**config.mk**
```make
export PLATFORM = sky130hd
export DESIGN_NAME = byte_memory_bank
export DESIGN_NICKNAME = d
export VERILOG_FILES = /design/src/rtl/byte_memory_bank.sv
export SDC_FILE = /design/constraint.sdc
export NUM_CORES = 1
export LEC_CHECK = 0
export BUFFER_PORTS_ARGS = -buffer_cell sky130_fd_sc_hd__buf_4
export CORE_AREA = 2 2 83 85
export CTS_CLUSTER_DIAMETER = 200
export DETAILED_ROUTE_END_ITERATION = 10
export DIE_AREA = 0 0 85 87
export GPL_TIMING_DRIVEN = 0
export PLACE_DENSITY = 0.44
export SYNTH_ARGS = -nofsm -noshare
export SYNTH_HDL_FRONTEND = slang
export SYNTH_SLANG_ARGS = --single-unit
export TNS_END_PERCENT = 1
```
**constraint.sdc**
```tcl
create_clock -name clk -period 1 [get_ports clk]
set_input_delay 0.1 -clock clk [delete_from_list [all_inputs] [get_ports clk]]
set_output_delay 0.1 -clock clk [all_outputs]
set_load 0.02 [all_outputs]
```
**src/rtl/byte_memory_bank.sv**
```systemverilog
// Word-addressable storage bank: DEPTH words of WIDTH cells, one save port, one registered load port.
// Optional macro WRITE_THROUGH_EN: a same-address save+load returns the new value instead of the old word.
module byte_memory_bank #(
   parameter int WIDTH = 8,
   parameter int DEPTH = 4,
   parameter int AW    = 2
) (
   input  logic             clk,
   input  logic             rst,
   input  logic             save,
   input  logic             load,
   input  logic [AW-1:0]    address,
   input  logic [WIDTH-1:0] value,
   output logic [WIDTH-1:0] out,
   output logic             out_valid,
   output logic             err
);

   logic [DEPTH-1:0][WIDTH-1:0] mem_q, mem_d;
   logic [WIDTH-1:0]            out_q, out_d;
   logic                        vld_q, vld_d;
   logic                        err_q, err_d;
   logic [DEPTH-1:0]            we;
   logic                        in_range;
   logic [WIDTH-1:0]            rd_word;

   // A full power-of-two bank can never see an out-of-range address.
   generate
      if (DEPTH == (1 << AW)) begin : g_full
         assign in_range = 1'b1;
      end else begin : g_part
         assign in_range = (32'(address) < DEPTH);
      end
   endgenerate

   generate
      for (genvar i = 0; i < DEPTH; i++) begin : g_dec
         assign we[i] = save & in_range & (address == AW'(i));
      end
   endgenerate

   assign rd_word = in_range ? mem_q[address] : '0;

   always_comb begin
      mem_d = mem_q;
      for (int i = 0; i < DEPTH; i++) begin
         if (we[i]) mem_d[i] = value;
      end
      out_d = '0;
      if (load) begin
`ifdef WRITE_THROUGH_EN
         out_d = (save && in_range) ? value : rd_word;
`else
         out_d = rd_word;
`endif
      end
      vld_d = load;
      err_d = err_q | ((save | load) & ~in_range);
   end

   always_ff @(posedge clk or negedge rst) begin
      if (!rst) begin
         mem_q <= '0;
         out_q <= '0;
         vld_q <= 1'b0;
         err_q <= 1'b0;
      end else begin
         mem_q <= mem_d;
         out_q <= out_d;
         vld_q <= vld_d;
         err_q <= err_d;
      end
   end

   assign out       = out_q;
   assign out_valid = vld_q;
   assign err       = err_q;

endmodule

```
==> results of run 1 <==
repair_timing:
item,in CTS,in global routing
hold buffers,2,0
hold endpoints to repair,42,0
buffers inserted,0,3
endpoints found under the setup margin,0,4
Yosys cell counts, drive strengths merged:
cell    count  share of area
buf         5          0.021
conb        1         0.0022
dfrtp      41           0.60
mux2       32           0.21
mux2i      16          0.094
nand2       1         0.0022
nand2b      1         0.0037
nand3       1         0.0059
nand3b      2          0.013
nor3b       1          0.011
o22ai       8          0.029
where the power goes:
group          internal, W  switching [W]  total (W)  leakage (nW)
Combinational     0.000392       0.000311   0.000703         0.416
Clock             0.000992       0.000570    0.00156        0.0681
Sequential         0.00195       0.000136    0.00208         0.495
final cells by class:
type / instances / area (um2) / area share
clock buffers: 5 / 68.8 / 0.0323
well taps: 80 / 100 / 0.0470
multi-input cells: 63 / 636 / 0.298
clock inverters: 3 / 65.1 / 0.0305
plain buffers: 5 / 35.0 / 0.0164
repair buffers: 26 / 200 / 0.0940
flip-flops and latches: 41 / 1030 / 0.482
layer usage:
layer	vias up	GRT usage	routed length, um
li1	464	-	-
met1	521	0.126	1570
met2	21	0.179	1840
met3	7	0.0294	142
met4	0	0.0433	53
met5	-	0	0
cell usage in the layout, fill, tap and decap left out:
cell / instances
nand3_2: 1
buf_1: 1
nand3b_2: 2
dfrtp_1: 41
nand2b_1: 1
clkbuf_8: 5
o22ai_1: 8
mux2_2: 32
mux2i_1: 16
buf_2: 1
dlygate4sd3_1: 2
conb_1: 1
nor3b_4: 1
buf_6: 1
buf_4: 26
bufinv_16: 2
clkinv_2: 1
nand2_1: 1
worst max-delay path, stage by stage:
cell and delay [ns]:
buf_4 0.13, buf_6 0.16, nand3b_2 0.38, mux2_2 0.35
kinds of logic (layout without fill, tap and decap cells):
| group | Yosys count | after routing | share of synthesized area |
|---|---|---|---|
| AOI/OAI and AO/OA | 8 | 8 | 0.0295 |
| buffers and inverters | 5 | 39 | 0.0206 |
| DFF | 41 | 41 | 0.605 |
| muxes | 48 | 48 | 0.307 |
| other | 1 | 1 | 0.00221 |
| and+or+nand+nor | 6 | 6 | 0.0361 |
state kept, by name, indices dropped and copies added, names as in the netlist:
signal / cells
mem_q: 32
out_valid: 1
out: 8
how the worst max path moves through the flow:
stage          slack (ns)        from                     to
2_1_floorplan       -0.06  address[0]   mem_q[0]$_DFFE_PN0P_
3_3_place_gp        -0.30  address[0]   mem_q[3]$_DFFE_PN0P_
3_5_place_dp        -0.30  address[0]   mem_q[2]$_DFFE_PN0P_
4_1_cts              0.02  address[0]   mem_q[2]$_DFFE_PN0P_
5_1_grt              0.01  address[1]  mem_q[15]$_DFFE_PN0P_
6_report             0.06  address[1]  mem_q[11]$_DFFE_PN0P_
through the flow:
step	cell area (um2)	instances	TNS (ns)
floorplan	1700	109	-0.506
global placement	1950	210	-8.16
detailed placement	1950	210	-8.42
CTS	2110	220	0
global route	2130	223	0
finish	2130	223	0
==> flow_summary.toml, run 1 <==
[critical_path]
crit_path_end_kind = "flop"
cp_max_fo = 10
reg2reg_depth = 2
regToRegEndpoint = "out[5]$_DFF_PN0_"
reg2reg_from = "mem_q[29]$_DFFE_PN0P_"
r2r_setup_slack_ns = 0.20
arrival_ns = 1.12
crit_type = "input port to flop"
cp-start-kind = "input port"
worstPathRequired_ns = 1.17

[route]
drt_iter0_markers = 25
routed_wl_um = 3600
drt_first_pass_iters = 4
routed-via-count = 1013
antenna_left = 0
routed_via_density = 4.54
wl_per_cell_um = 16.1
route.detailed.drc = 0

[power_and_ir_drop]
leakagePower_nw = 0.978
powerDensity_nw_per_um2 = 2040
peakVddDrop_mv = 0.932
power_w = 0.00435

[clock_tree]
cts.sinks = 41
cts_max_level = 2
cts-buffers-inserted = 5
clock_path_buffers = 2
clkTransAtPathRegs_ns = 0.08
post_cts_resized = 0
root_buffer = "clkbuf_8"
insertion_delay_ns = 0.29
cts_tree = "done"

[die]
die_y_um = 87
die_w_um = 85
core_area_um2 = 6570
dieArea_um2 = 7400
start_util = 0.258
io_pins = 24
row_count = 30

[timing]
hold_viol_final = 0
hold_ws_ns = 0.0645
skew_ns = 0.00621
finalCriticalPeriod_ns = 0.944
fmax_mhz = 1060
finalSetupViolations = 0
finalMaxSlewViolations = 0
rsz0062_at_grt = "false"
tightest_slew_ns = 0.570
slew_headroom = 0.620
setup_ws_ns = 0.0556
post-route-period-util = 0.944

[hold_path]
min_to = "mem_q[31]$_DFFE_PN0P_"
worst_hold_path.num_cells = 2
hp-class = "input port to flop"
min-delay-start = "value[7]"

[placement]
gp_congestion = 0.658
post-place-ws_ns = -0.298
dp_hpwl_um = 2260
port-buffer-count = 21

[logic_synthesis]
avgSynthCellArea_um2 = 15.6
yosysSeqAreaShare = 0.605
synth_nets = 123
synth_cell_types = 14
yosysWarningCount = 0
netlist_area_um2 = 1700
ys_ff_latch = 41
syn_inst = 109

[finish]
syn_to_final_growth_pct = 25.6
fin_util = 0.324
drive_gt1_frac = 0.503
fin_nets = 156
diodes = 0
nFillCells = 655

[run_status]
outcome = "completed"

[grt]
grt_max_degree = 42
grt_pass1_vias = 1117
antenna_found_initial = 0
gr-total-overflow = 0
grt_usage = 0.105
grt_first_pass_wirelength_um = 5710

[run]
maxCapViolCount = 0
No activity file was read; power rests on OpenSTA's default activity.
==> run 2, diff against run 1 <==
--- a/config.mk
+++ b/config.mk
@@ -6,12 +6,13 @@
 export NUM_CORES = 1
 export LEC_CHECK = 0
 export BUFFER_PORTS_ARGS = -buffer_cell sky130_fd_sc_hd__buf_4
-export CORE_AREA = 2 2 83 85
+export CORE_AREA = 2 2 86 88
+export CTS_BUF_LIST = sky130_fd_sc_hd__clkbuf_16
 export CTS_CLUSTER_DIAMETER = 200
 export DETAILED_ROUTE_END_ITERATION = 10
-export DIE_AREA = 0 0 85 87
+export DIE_AREA = 0 0 88 90
 export GPL_TIMING_DRIVEN = 0
-export PLACE_DENSITY = 0.44
+export PLACE_DENSITY = 0.41
 export SYNTH_ARGS = -nofsm -noshare
 export SYNTH_HDL_FRONTEND = slang
 export SYNTH_SLANG_ARGS = --single-unit
==> run 2 against run 1 <==
Routed wire length fell by 6.9%. Fmax rose by 5.6%. Largest power group unchanged. Die area rose by 7.1%. Critical endpoint is now out[2]. Clock skew is 0.0049 ns lower. Clock power shrank 6%. Global-route usage is 1.4 points lower. Sequential power hardly changed.
==> flow_summary.toml, run 2 (same netlist as run 1, synthesis figures left out) <==
[die]
core_area_um2 = 7020
start_util = 0.242
row_count = 31
die_y_um = 90
io_pins = 24
dieArea_um2 = 7920
die_w_um = 88

[power_and_ir_drop]
power_frac_comb = 0.164
leakagePower_nw = 0.992
p_switching_w = 0.000995
clockPowerShare = 0.344
intPower_w = 0.00324
p_seq_frac = 0.491
powerDensity_nw_per_um2 = 1960
swShare = 0.235
power_w = 0.00423
peakVddDrop_mv = 0.879

[timing]
hold_viol_final = 0
hold_ws_ns = 0.0820
skew_ns = 0.00133
finalSetupViolations = 0
tightest_slew_ns = 0.529
rsz0062_at_grt = "false"
fmax_mhz = 1120
finalCriticalPeriod_ns = 0.894
post-route-period-util = 0.894
finalMaxSlewViolations = 0
setup_tns_ns = 0
slew_headroom = 0.648

[critical_path]
max_stage_delay_ns = 0.37
crit_path_cell_trace = "buf_4"
crit_start = "out[2]$_DFF_PN0_"
reg2reg_depth = 2
timing.critical_path.slowest_stage_cell = "dfrtp_1"
crit_cells = 1
arrival_ns = 0.79
critPathCapture = "out[2]"
cp-start-kind = "flop"
crit_type = "flop to output pin"
regToRegEndpoint = "out[6]$_DFF_PN0_"
cp_max_fo = 1
worstPathRequired_ns = 0.90
crit_buf_inv = 1
path_delay_family = "flip-flops"
reg2reg_from = "mem_q[30]$_DFFE_PN0P_"
r2r_setup_slack_ns = 0.24
crit_path_end_kind = "output pin"

[grt]
grt_pass1_vias = 1022
grt_first_pass_wirelength_um = 5300
grt_max_degree = 42
antenna_found_initial = 0
gr-total-overflow = 0
grt_usage = 0.0915

[finish]
largest_register = "mem_q"
diodes = 0
final_common_cell = "dfrtp_1"
drive_gt1_frac = 0.479
largest_register_ffs = 32
fin_cells = 241
syn_to_final_growth_pct = 27.2
fin_nets = 155
stdcell_area_um2 = 2160
layout_common_cells = "dfrtp_1, mux2_2, buf_4, mux2i_1, o22ai_1"

[placement]
post_dp_cell_area_um2 = 1980
dp_hpwl_um = 2240
port-buffer-count = 21
place_inst = 229
gp_congestion = 0.671

[route]
routed_via_density = 4.03
route.detailed.drc = 0
antenna_left = 0
drt_first_pass_iters = 3
routed_wl_um = 3350
routed-via-count = 971
wl_per_cell_um = 13.9
drt_iter0_markers = 22

[hold_path]
worst_hold_path.num_cells = 2
hp-class = "input port to flop"

[clock_tree]
clock_path_buffers = 2
cts.sinks = 41
root_buffer = "clkbuf_16"
cts-buffers-inserted = 5
insertion_delay_ns = 0.27
clkTransAtPathRegs_ns = 0.05
cts_tree = "done"
cts_max_level = 2

[run]
maxCapViolCount = 0

[run_status]
outcome = "completed"
## run 2: through the flow
stage / util / setup WS (ns)
final: 0.307 / 0.106
after global routing: 0.307 / 0.0639
after CTS: 0.304 / 0.0134
after detailed placement: 0.282 / -0.281
after global placement: 0.282 / -0.278
after floorplan: - / -0.0632
## run 2: worst register-to-register path, delay by kind of cell, from the launching register on
kind / cells / cell delay, ns
AOI/OAI and AO/OA: 1 / 0.09
DFF: 1 / 0.38
muxes: 1 / 0.16
## run 2: layer usage
metal	wire [um]	track usage
met1	1430	0.110
met2	1720	0.148
met3	137	0.0303
met4	62	0.0385
met5	0	0
## run 2: worst min path at each step
stage | start | end | slack [ns]
6_report | value[0] | mem_q[0]$_DFFE_PN0P_ | 0.08
2_1_floorplan | rst | mem_q[0]$_DFFE_PN0P_ | -0.20
5_1_grt | value[4] | mem_q[28]$_DFFE_PN0P_ | 0.08
3_5_place_dp | rst | mem_q[8]$_DFFE_PN0P_ | 0.12
3_3_place_gp | rst | mem_q[8]$_DFFE_PN0P_ | 0.10
4_1_cts | value[0] | mem_q[0]$_DFFE_PN0P_ | 0.08
## run 2: power by group through the flow
stage / Combinational, W / Sequential (W) / Clock, W
after global placement: 0.000682 / 0.00209 / 0
after detailed placement: 0.000699 / 0.00211 / 0
after floorplan: 0.000408 / 0.00213 / 0
after global routing: 0.000761 / 0.00211 / 0.00158
after CTS: 0.000707 / 0.00208 / 0.00153
final: 0.000696 / 0.00208 / 0.00146
## run 2: area by class of cell
cell class                 instances  area [um2]
multi-input combinational         63         644
clock inverter                     3        11.3
timing repair buffer              25         193
clock buffer                       5         125
fill                             717        4860
buffer                             5        35.0
sequential                        41        1030
tap                               99         124
## run 2: timing repair
action,4_1_cts,5_1_grt
endpoints found under the setup margin,0,9
gates resized for setup,0,1
hold endpoints to repair,42,0
hold buffers,2,0
setup buffers,0,2
